[src/rtl/vga_timing_pkg.sv]
// Shared timing types, default 640x480@60 constants and counter-width helper
// for the VGA raster sequencer.
package vga_timing_pkg;

  // Generic porch FSM state produced by vga_axis_counter; the per-axis enums
  // below share its encoding so the top can cast between them.
  typedef enum logic [1:0] {
    AxAct   = 2'd0,
    AxFront = 2'd1,
    AxSync  = 2'd2,
    AxBack  = 2'd3
  } axis_state_t;

  typedef enum logic [1:0] {
    HAct   = 2'd0,
    HFront = 2'd1,
    HSyncp = 2'd2,
    HBack  = 2'd3
  } h_state_t;

  typedef enum logic [1:0] {
    VAct   = 2'd0,
    VFront = 2'd1,
    VSyncp = 2'd2,
    VBack  = 2'd3
  } v_state_t;

  localparam int unsigned DefHCntWid = 10;
  localparam int unsigned DefVCntWid = 10;
  localparam int unsigned DefHVis    = 640;
  localparam int unsigned DefHFp     = 16;
  localparam int unsigned DefHSync   = 96;
  localparam int unsigned DefHBp     = 48;
  localparam int unsigned DefVVis    = 480;
  localparam int unsigned DefVFp     = 10;
  localparam int unsigned DefVSync   = 2;
  localparam int unsigned DefVBp     = 33;

  // True when an unsigned counter of width wid can hold max_val.
  function automatic bit cnt_fits(int unsigned wid, int unsigned max_val);
    if (wid == 0) return 1'b0;
    if (wid >= 32) return 1'b1;
    return max_val < (32'd1 << wid);
  endfunction

endpackage

[src/rtl/vga_scan_ctrl_if.sv]
// Pixel-engine request/response bundle: the sequencer drives position and
// frame strobes, the engine answers with a combinational colour.
interface vga_scan_ctrl_if #(
  parameter int unsigned H_CNT_WID = 10,
  parameter int unsigned V_CNT_WID = 10
);
  logic                 NEXT_FRAME;
  logic                 H_BLANKING;
  logic [H_CNT_WID-1:0] H_CNT;
  logic [V_CNT_WID-1:0] next_V_CNT;
  logic [3:0]           r;
  logic [3:0]           g;
  logic [3:0]           b;

  modport master (
    output NEXT_FRAME,
    output H_BLANKING,
    output H_CNT,
    output next_V_CNT,
    input  r,
    input  g,
    input  b
  );

  modport slave (
    input  NEXT_FRAME,
    input  H_BLANKING,
    input  H_CNT,
    input  next_V_CNT,
    output r,
    output g,
    output b
  );
endinterface

[src/rtl/vga_axis_counter.sv]
// One raster axis: position counter 0..Tot-1 with a registered 4-state porch
// FSM (active, front porch, sync, back porch) that tracks the counter.
module vga_axis_counter
  import vga_timing_pkg::*;
#(
  parameter int unsigned CntWid = 10,
  parameter int unsigned Vis    = 640,
  parameter int unsigned Fp     = 16,
  parameter int unsigned Sync   = 96,
  parameter int unsigned Bp     = 48
) (
  input  logic              clk,
  input  logic              rst,
  input  logic              adv_i,
  output logic [CntWid-1:0] cnt_o,
  output axis_state_t       state_o,
  output logic              wrap_o
);

  localparam int unsigned Tot        = Vis + Fp + Sync + Bp;
  localparam int unsigned FrontStart = Vis;
  localparam int unsigned SyncStart  = Vis + Fp;
  localparam int unsigned BackStart  = Vis + Fp + Sync;
  localparam logic [CntWid-1:0] CntMax = CntWid'(Tot - 1);

  if (!cnt_fits(CntWid, Tot - 1)) begin : g_bad_width
    $error("vga_axis_counter: CntWid=%0d cannot hold %0d", CntWid, Tot - 1);
  end

  logic [CntWid-1:0] cnt_q;
  logic [CntWid-1:0] cnt_inc;
  axis_state_t       state_q;

  assign cnt_inc = cnt_q + 1'b1;

  // State is chosen from the range of the next count, so zero-length
  // porches simply skip their state.
  always_ff @(posedge clk or posedge rst) begin
    if (rst) begin
      cnt_q   <= '0;
      state_q <= AxAct;
    end else if (adv_i) begin
      if (cnt_q == CntMax) begin
        cnt_q   <= '0;
        state_q <= AxAct;
      end else begin
        cnt_q <= cnt_inc;
        if (32'(cnt_inc) >= BackStart) begin
          state_q <= AxBack;
        end else if (32'(cnt_inc) >= SyncStart) begin
          state_q <= AxSync;
        end else if (32'(cnt_inc) >= FrontStart) begin
          state_q <= AxFront;
        end else begin
          state_q <= AxAct;
        end
      end
    end
  end

  assign cnt_o   = cnt_q;
  assign state_o = state_q;
  // Terminal count: the counter wraps on the next advance.
  assign wrap_o  = (cnt_q == CntMax);

endmodule

[src/rtl/vga_scan_ctrl.sv]
// VGA raster scan sequencer: horizontal/vertical timing, pixel-engine
// requests, and blanked colour registered in step with the syncs.
module vga_scan_ctrl
  import vga_timing_pkg::*;
#(
  parameter int unsigned H_CNT_WID = DefHCntWid,
  parameter int unsigned V_CNT_WID = DefVCntWid,
  parameter int unsigned H_VIS     = DefHVis,
  parameter int unsigned H_FP      = DefHFp,
  parameter int unsigned H_SYNC    = DefHSync,
  parameter int unsigned H_BP      = DefHBp,
  parameter int unsigned V_VIS     = DefVVis,
  parameter int unsigned V_FP      = DefVFp,
  parameter int unsigned V_SYNC    = DefVSync,
  parameter int unsigned V_BP      = DefVBp
) (
  input  logic                   clk,
  input  logic                   rst,
  input  logic                   pix_en,
  vga_scan_ctrl_if.master        pixIf,
  output logic [3:0]             vga_r,
  output logic [3:0]             vga_g,
  output logic [3:0]             vga_b,
  output logic                   vga_hs,
  output logic                   vga_vs
);

  localparam logic [H_CNT_WID-1:0] HLastVis = H_CNT_WID'(H_VIS - 1);

  logic [H_CNT_WID-1:0] h_cnt;
  logic [V_CNT_WID-1:0] v_cnt;
  axis_state_t          h_axis;
  axis_state_t          v_axis;
  h_state_t             h_state;
  v_state_t             v_state;
  logic                 h_last;
  logic                 v_last;
  logic                 h_wrap;
  logic                 front_entry;
  logic                 visible;

  logic [V_CNT_WID-1:0] next_v_q;
  logic                 next_frame_q;
  logic [11:0]          rgb_q;
  logic                 hs_q;
  logic                 vs_q;

  assign h_wrap = pix_en && h_last;

  vga_axis_counter #(
    .CntWid (H_CNT_WID),
    .Vis    (H_VIS),
    .Fp     (H_FP),
    .Sync   (H_SYNC),
    .Bp     (H_BP)
  ) u_h_axis (
    .clk     (clk),
    .rst     (rst),
    .adv_i   (pix_en),
    .cnt_o   (h_cnt),
    .state_o (h_axis),
    .wrap_o  (h_last)
  );

  vga_axis_counter #(
    .CntWid (V_CNT_WID),
    .Vis    (V_VIS),
    .Fp     (V_FP),
    .Sync   (V_SYNC),
    .Bp     (V_BP)
  ) u_v_axis (
    .clk     (clk),
    .rst     (rst),
    .adv_i   (h_wrap),
    .cnt_o   (v_cnt),
    .state_o (v_axis),
    .wrap_o  (v_last)
  );

  assign h_state = h_state_t'(h_axis);
  assign v_state = v_state_t'(v_axis);

  // Last visible pixel of the line: the engine is told the upcoming line here.
  assign front_entry = pix_en && (h_cnt == HLastVis);
  assign visible     = (h_state == HAct) && (v_state == VAct);

  always_ff @(posedge clk or posedge rst) begin
    if (rst) begin
      next_v_q     <= '0;
      next_frame_q <= 1'b0;
    end else begin
      // Cleared on every clock so the strobe never outlives one cycle.
      next_frame_q <= front_entry && v_last;
      if (front_entry) begin
        next_v_q <= v_last ? '0 : v_cnt + 1'b1;
      end
    end
  end

  always_ff @(posedge clk or posedge rst) begin
    if (rst) begin
      rgb_q <= '0;
      hs_q  <= 1'b1;
      vs_q  <= 1'b1;
    end else if (pix_en) begin
      rgb_q <= visible ? {pixIf.r, pixIf.g, pixIf.b} : 12'h000;
      hs_q  <= (h_state != HSyncp);
      vs_q  <= (v_state != VSyncp);
    end
  end

  assign pixIf.NEXT_FRAME = next_frame_q;
  assign pixIf.H_BLANKING = (h_state != HAct);
  assign pixIf.H_CNT      = h_cnt;
  assign pixIf.next_V_CNT = next_v_q;

  assign vga_r  = rgb_q[11:8];
  assign vga_g  = rgb_q[7:4];
  assign vga_b  = rgb_q[3:0];
  assign vga_hs = hs_q;
  assign vga_vs = vs_q;

endmodule

[src/flat_wrapper.sv]
// flat-port wrapper written by rule: the top's interface ports become plain ports
module vga_scan_ctrl_flat import vga_timing_pkg::*;
#(
  parameter int unsigned H_CNT_WID = DefHCntWid,
  parameter int unsigned V_CNT_WID = DefVCntWid,
  parameter int unsigned H_VIS     = DefHVis,
  parameter int unsigned H_FP      = DefHFp,
  parameter int unsigned H_SYNC    = DefHSync,
  parameter int unsigned H_BP      = DefHBp,
  parameter int unsigned V_VIS     = DefVVis,
  parameter int unsigned V_FP      = DefVFp,
  parameter int unsigned V_SYNC    = DefVSync,
  parameter int unsigned V_BP      = DefVBp
)
  (clk, rst, pix_en, vga_r, vga_g, vga_b, vga_hs, vga_vs, pixIf_NEXT_FRAME, pixIf_H_BLANKING, pixIf_H_CNT, pixIf_next_V_CNT, pixIf_r, pixIf_g, pixIf_b);
  vga_scan_ctrl_if #(.H_CNT_WID(H_CNT_WID), .V_CNT_WID(V_CNT_WID)) pixIf_i ();
  input  logic clk;
  input  logic rst;
  input  logic pix_en;
  output logic [3:0] vga_r;
  output logic [3:0] vga_g;
  output logic [3:0] vga_b;
  output logic vga_hs;
  output logic vga_vs;
  output wire logic [$bits(pixIf_i.NEXT_FRAME)-1:0] pixIf_NEXT_FRAME;
  output wire logic [$bits(pixIf_i.H_BLANKING)-1:0] pixIf_H_BLANKING;
  output wire logic [$bits(pixIf_i.H_CNT)-1:0] pixIf_H_CNT;
  output wire logic [$bits(pixIf_i.next_V_CNT)-1:0] pixIf_next_V_CNT;
  input wire logic [$bits(pixIf_i.r)-1:0] pixIf_r;
  input wire logic [$bits(pixIf_i.g)-1:0] pixIf_g;
  input wire logic [$bits(pixIf_i.b)-1:0] pixIf_b;
  assign pixIf_NEXT_FRAME = pixIf_i.NEXT_FRAME;
  assign pixIf_H_BLANKING = pixIf_i.H_BLANKING;
  assign pixIf_H_CNT = pixIf_i.H_CNT;
  assign pixIf_next_V_CNT = pixIf_i.next_V_CNT;
  assign pixIf_i.r = pixIf_r;
  assign pixIf_i.g = pixIf_g;
  assign pixIf_i.b = pixIf_b;
  vga_scan_ctrl #(.H_CNT_WID(H_CNT_WID), .V_CNT_WID(V_CNT_WID), .H_VIS(H_VIS), .H_FP(H_FP), .H_SYNC(H_SYNC), .H_BP(H_BP), .V_VIS(V_VIS), .V_FP(V_FP), .V_SYNC(V_SYNC), .V_BP(V_BP)) u_core (.clk(clk), .rst(rst), .pix_en(pix_en), .pixIf(pixIf_i), .vga_r(vga_r), .vga_g(vga_g), .vga_b(vga_b), .vga_hs(vga_hs), .vga_vs(vga_vs));
endmodule
[config.mk]
export PLATFORM = sky130hd
export DESIGN_NAME = vga_scan_ctrl_flat
export DESIGN_NICKNAME = d
export VERILOG_FILES = /design/src/rtl/vga_timing_pkg.sv /design/src/rtl/vga_scan_ctrl_if.sv /design/src/rtl/vga_axis_counter.sv /design/src/rtl/vga_scan_ctrl.sv /design/src/flat_wrapper.sv
export SDC_FILE = /design/constraint.sdc
export NUM_CORES = 1
export LEC_CHECK = 0
export CAP_MARGIN = 20
export CORE_UTILIZATION = 50
export CTS_BUF_LIST = sky130_fd_sc_hd__clkbuf_4 sky130_fd_sc_hd__clkbuf_8
export DETAILED_ROUTE_END_ITERATION = 6
export PLACE_DENSITY = 0.88
export SYNTH_ARGS = -nofsm -noshare
export SYNTH_HDL_FRONTEND = slang
export SYNTH_SLANG_ARGS = --single-unit
[constraint.sdc]
create_clock -name clk -period 3.4 [get_ports clk]
set_input_delay 0.68 -clock clk [delete_from_list [all_inputs] [get_ports clk]]
set_output_delay 0.68 -clock clk [all_outputs]
set_load 0.03 [all_outputs]
==> results of run 1 <==
-- sequential cells by signal, summed over array words and instances, names as in the netlist --
register,flops
u_core.pixIf.NEXT_FRAME,1
u_core.pixIf.next_V_CNT,10
u_core.rgb_q,12
u_core.u_h_axis.cnt_o,10
u_core.u_h_axis.state_o,2
u_core.u_v_axis.cnt_o,10
u_core.u_v_axis.state_o,2
u_core.vga_hs,1
u_core.vga_vs,1
-- critical path, cell delays in order (launching register included) --
cell and delay, ps:
dfrtp_1 520, ha_1 380, nand4_2 200, or4b_1 560
buf_4 210, or2_1 350, a2111oi_4 350, a21o_1 180
-- synthesized netlist by cell type (4+ instances only) --
library cell	count	share of area (%)
nand2_1	49	6.6
dfrtp_1	47	42
o21ai_0	34	6.1
inv_1	22	3.0
clkbuf_1	16	2.2
nor2_1	11	1.5
xnor2_1	11	3.5
o31ai_1	9	2.4
nand3_1	7	1.3
a21oi_1	6	1.1
o211ai_1	5	1.4
and3_1	4	0.90
buf_2	4	0.72
ha_1	4	1.8
nand4_1	4	0.90
nor2b_1	4	0.90
nor3_1	4	0.72
nor4b_1	4	1.3
xor2_1	4	1.3
-- metrics by stage --
step	power [mW]	setup WS, ps	hold WS, ps	instance area, um^2	instances
floorplan	1.04	835	484	2780	311
global placement	1.16	674	466	3280	410
detailed placement	1.17	600	480	3280	410
CTS	1.62	607	500	3400	418
global route	1.68	455	519	3420	419
finish	1.61	578	492	3420	419
-- area by class of cell --
| class | count | area share, % |
|---|---|---|
| Clock buffer | 7 | 2.63 |
| Clock inverter | 1 | 0.878 |
| Inverter | 22 | 2.41 |
| Multi-Input combinational cell | 215 | 39.5 |
| Sequential cell | 49 | 35.9 |
| Tap cell | 70 | 2.56 |
| Timing Repair Buffer | 55 | 16.1 |
-- power by group --
part,internal [mW],switching (mW),total [mW]
logic,0.182,0.223,0.405
registers,0.633,0.133,0.766
clock network,0.248,0.193,0.441
-- cells by family after synthesis --
family | Yosys count | share of synthesized area [%]
xor gates and xnor gates | 15 | 4.73
AOI/OAI and AO/OA | 78 | 18.3
adders and majority gates | 4 | 1.80
DFF | 49 | 44.2
buffers and inverters | 47 | 7.34
muxes | 4 | 1.53
and+or+nand+nor | 114 | 22.1
-- cells in the final DEF (no fill, tap or decap), types with 3 or more instances in the layout --
master,n
nand2b_1,3
a21oi_1,6
inv_1,21
nor4b_1,3
o21ai_0,34
nor4_1,3
o31ai_1,9
a31oi_1,3
and4_1,3
nand4_1,4
clkdlybuf4s50_1,50
ha_1,4
clkbuf_8,6
nand3_1,7
xor2_1,4
nor3_1,4
nor2b_1,4
nand4b_1,3
nand2_1,49
o22ai_1,3
dfrtp_1,47
o211ai_1,5
a21o_1,3
nand3b_1,3
nor2_1,11
xnor2_1,11
buf_4,4
and3_1,4
-- per-layer routing --
metal  vias to the layer above  part of all wire, %
met2                        95                   46
met4                         0                  1.9
met3                        18                  5.6
met1                      1139                   46
met5                         -                    0
li1                       1158                    -
-- path summary, 6_finish.rpt --
check | depth (start not counted) | slack [ps] | end | start
max reg2reg | 7 | 580 | u_core.u_v_axis.state_o[1] | u_core.u_h_axis.cnt_o[0]
min in group asynchronous | 2 | 700 | u_core.u_v_axis.cnt_o[4] | rst
min | 2 | 490 | u_core.pixIf.next_V_CNT[2] | u_core.pixIf.next_V_CNT[2]
min reg2reg | 2 | 490 | u_core.pixIf.next_V_CNT[2] | u_core.pixIf.next_V_CNT[2]
max | 7 | 580 | u_core.u_v_axis.state_o[1] | u_core.u_h_axis.cnt_o[0]
max in group asynchronous | 3 | 2130 | u_core.vga_vs | rst
==> flow_summary.ini, run 1 <==
[cells_and_area]
n_antenna_cell = 0
nFillCells = 402
drive_above_1_share_pct = 6.88
final_nets = 367
seqCellArea_um2 = 1230
fin_util_pct = 65.3
multi_input_area_um2 = 1350
syn_to_final_growth_pct = 23.2

[placed_design]
io_buffer_count = 50
gp_congestion = 0.829
dpl.hpwl_um = 4110

[route]
drtAntennaViolNets = 0
drc_errors = 0
dr.pass1.iters = 5
routedWlPerCell_um = 14.7
vias = 2410
viasPerCell = 5.75
wl_um = 6150
drtIter0Drc = 244

[clocking]
clk_path_buf_depth = 2
clk_pin_slew_ps = 90
cts_hold_buffers = 0
clk_latency_ps = 310
cts_resized = 0
cts_tree = yes
htree_levels = 2
numCtsBuffers = 5
cts-root-buf = clkbuf_8
clock_sinks = 49
cts_setup_buffers = 0

[timing]
rsz0062_at_grt = false
period_share_pct = 83.0
setup_viol = 0
hold_violations = 0
skew_ps = 10.4
slew_headroom_pct = 46.1
worstMarginPinSlew_ps = 802
fin_tns_setup_ps = 0
slew_viol_final = 0
max_freq_ghz = 0.354
min_period_ps = 2820

[setup_path]
crit_type = flop to flop
cp-start-kind = flop
cp_max_fo = 16
endpoint_kind = flop
cp.arrival_ps = 3070
cp_data_required_time_ps = 3650

[global_route]
grt_max_degree = 50
grt_use_total_pct = 21.8
antenna_found_initial = 0
top_usage_layer = met2
grt.met2_usage_pct = 33.5
use_met3_pct = 3.59
grt_overflow = 0
grt_pass1_wl_um = 10300
grt_pass1_vias = 2184
grtUsageMet1_pct = 30.3

[worst_hold_path]
hold_path.class = flop to flop

[synth]
netlist_instances = 311
ys_types = 53
ys_seq_area_share_pct = 44.2
synth_warnings = 0
avgSynthCellArea_um2 = 8.93
syn_area_um2 = 2780
synthArstFlopShare_pct = 100
synth_nets = 330
ys.flop_type = dfrtp_1
synth-edff-count = 0
ys_seq_elements = 49

[floorplanning]
io_pins = 51
die_width_um = 76.5
initial_core_util_pct = 53.0
num_rows = 26
die_y_um = 76.5
fp.coreArea_um2 = 5240
die_area_um2 = 5860

[pwr]
p_leak_nw = 1.35
power_density_nw_per_um2 = 471
vdd_drop_max_v = 0.000464

[flow_run]
maxCapViolations = 0

[outcome]
status = complete, no violations
Note: power is estimated with default switching activity, not from simulation.
==> inputs of run 2 (changes only) <==
--- a/config.mk
+++ b/config.mk
@@ -6,10 +6,10 @@
 export NUM_CORES = 1
 export LEC_CHECK = 0
 export CAP_MARGIN = 20
-export CORE_UTILIZATION = 50
+export CORE_UTILIZATION = 49
 export CTS_BUF_LIST = sky130_fd_sc_hd__clkbuf_4 sky130_fd_sc_hd__clkbuf_8
 export DETAILED_ROUTE_END_ITERATION = 6
-export PLACE_DENSITY = 0.88
+export PLACE_DENSITY = 0.89
 export SYNTH_ARGS = -nofsm -noshare
 export SYNTH_HDL_FRONTEND = slang
 export SYNTH_SLANG_ARGS = --single-unit
==> constraint.sdc (replaced) <==
create_clock -name clk -period 2.5 [get_ports clk]
set_input_delay 0.5 -clock clk [delete_from_list [all_inputs] [get_ports clk]]
set_output_delay 0.5 -clock clk [all_outputs]
set_load 0.03 [all_outputs]
==> run 2 against run 1 <==
Net effect: combinational power rose by 38%; die area rose by 2.0%; routed wire length rose by 4.5%; clock skew fell by 3.1 ps; worst setup slack got worse by 440 ps; power rose by 36%; cell area rose by 0.99%; non-clock buffer count rose by 5; critical path depth fell by 1; largest cell class unchanged.
==> flow_summary.ini, run 2 (synthesis results as in run 1) <==
[worst_hold_path]
hold_path.class = primary input to asynchronous set/reset pin

[timing]
setup_viol = 0
max_freq_ghz = 0.424
fin_tns_setup_ps = 0
period_share_pct = 94.4
worstMarginPinSlew_ps = 695
slew_viol_final = 0
slew_headroom_pct = 53.3
skew_ps = 7.33
min_period_ps = 2360
hold_violations = 0
rsz0062_at_grt = false

[global_route]
grtUsageMet1_pct = 30.1
grt_pass1_wl_um = 10600
antenna_found_initial = 0
grt.met2_usage_pct = 36.9
use_met3_pct = 3.10
grt_pass1_vias = 2196
grt_max_degree = 34
grt_use_total_pct = 22.1
top_usage_layer = met2
grt_overflow = 0

[setup_path]
endpoint_kind = flop
cp-start-kind = flop
cp_max_fo = 10
cp_data_required_time_ps = 2700
cp.arrival_ps = 2560
crit_type = flop to flop

[clocking]
clk_latency_ps = 300
cts_tree = yes
clock_sinks = 49
cts-root-buf = clkbuf_8
clk_path_buf_depth = 2
htree_levels = 2
numCtsBuffers = 5
clk_pin_slew_ps = 100

[cells_and_area]
nFillCells = 442
drive_above_1_share_pct = 9.04
final_cell_mix = 50 x clkdlybuf4s50_1, 49 x nand2_1, 45 x dfrtp_1
multi_input_area_um2 = 1360
largest_reg_flops = 12
fin_util_pct = 63.1
design_area_um2 = 3450
top_register = u_core.rgb_q
layout_commonest_cell = clkdlybuf4s50_1
n_antenna_cell = 0
syn_to_final_growth_pct = 24.4
seqCellArea_um2 = 1230
final_nets = 372

[placed_design]
place_area_um2 = 3330
io_buffer_count = 50
dpl.hpwl_um = 4550
gp_congestion = 0.865

[floorplanning]
initial_core_util_pct = 50.8
die_width_um = 77.3
num_rows = 27
die_area_um2 = 5970
fp.coreArea_um2 = 5470
io_pins = 51
die_y_um = 77.3

[pwr]
netSwitchingFraction_pct = 34.4
pwr-share-clk_pct = 27.2
switching_power_mw = 0.755
vdd_drop_max_v = 0.000810
p_leak_nw = 1.37
p_int_mw = 1.44
p_seq_share_pct = 47.4
power_density_nw_per_um2 = 635
comb_power_share_pct = 25.5

[route]
routedWlPerCell_um = 15.1
viasPerCell = 5.68
dr.pass1.iters = 7
vias = 2418
drtIter0Drc = 255
wl_um = 6430
drc_errors = 0
drtAntennaViolNets = 0

[outcome]
status = complete, no violations

[flow_run]
maxCapViolations = 0
-- run 2: changes by cell type in the layout (fill, tap and decap cells not counted) --
cell,previous run,this run
buf_4,4,10
clkbuf_4,1,0
or4_4,0,1
dfrtp_2,0,2
clkinvlp_4,0,1
or4_1,2,1
buf_12,1,0
dfrtp_1,47,45
-- run 2: per-layer routing --
metal | share of wire [%] | up-vias
li1 | - | 1173
met1 | 46 | 1152
met2 | 49 | 87
met3 | 4.2 | 6
met4 | 1.0 | 0
met5 | 0 | -
-- run 2: worst max-delay path, cell delays in order (launching register included) --
cell     delay [ps]
dfrtp_2         460
ha_1            340
nand4_2         200
or4b_1          570
or2_1           270
buf_4           170
o41ai_1         250
-- run 2: per-stage QoR --
step / hold WS [ps] / cells / setup slack (ps) / total power [mW]
2_1_floorplan: 484 / 311 / 74.9 / 1.41
3_3_place_gp: 462 / 418 / 177 / 1.58
3_5_place_dp: 465 / 418 / 92.8 / 1.61
4_1_cts: 484 / 426 / 63.8 / 2.20
5_1_grt: 502 / 426 / 18.3 / 2.29
6_report: 475 / 426 / 139 / 2.19
-- run 2: layout make-up --
class                   instances  area share, %
clock buffers                   6           2.39
clock inverters                 2           1.09
inverters                      22           2.39
multi-input cells             215           39.2
flip-flops and latches         49           35.6
well taps                      72           2.61
repair buffers                 60           16.7
-- run 2: path summary, 6_finish.rpt --
path	startpoint	to	slack [ps]	depth (start not counted)
worst max-delay path	u_core.u_h_axis.cnt_o[0]	u_core.u_v_axis.cnt_o[5]	140	6
worst min-delay path	rst	u_core.u_v_axis.cnt_o[8]	470	2
worst max register to register	u_core.u_h_axis.cnt_o[0]	u_core.u_v_axis.cnt_o[5]	140	6
worst min register to register	u_core.pixIf.next_V_CNT[3]	u_core.pixIf.next_V_CNT[3]	490	2
max in group asynchronous	rst	u_core.vga_vs	1400	3
min in group clk	u_core.pixIf.next_V_CNT[3]	u_core.pixIf.next_V_CNT[3]	490	2
-- run 2: timing repair --
item | CTS | global route
setup endpoints to repair | 0 | 8
setup buffers | 0 | 0
hold buffers | 0 | 0
resized for setup | 0 | 1
-- run 2: power groups by stage --
stage | registers, mW | logic, mW | clock network [mW]
after floorplan | 1.07 | 0.340 | 0
after global placement | 1.04 | 0.541 | 0
after detailed placement | 1.05 | 0.557 | 0
after CTS | 1.03 | 0.561 | 0.605
after global routing | 1.06 | 0.599 | 0.632
final | 1.04 | 0.559 | 0.596
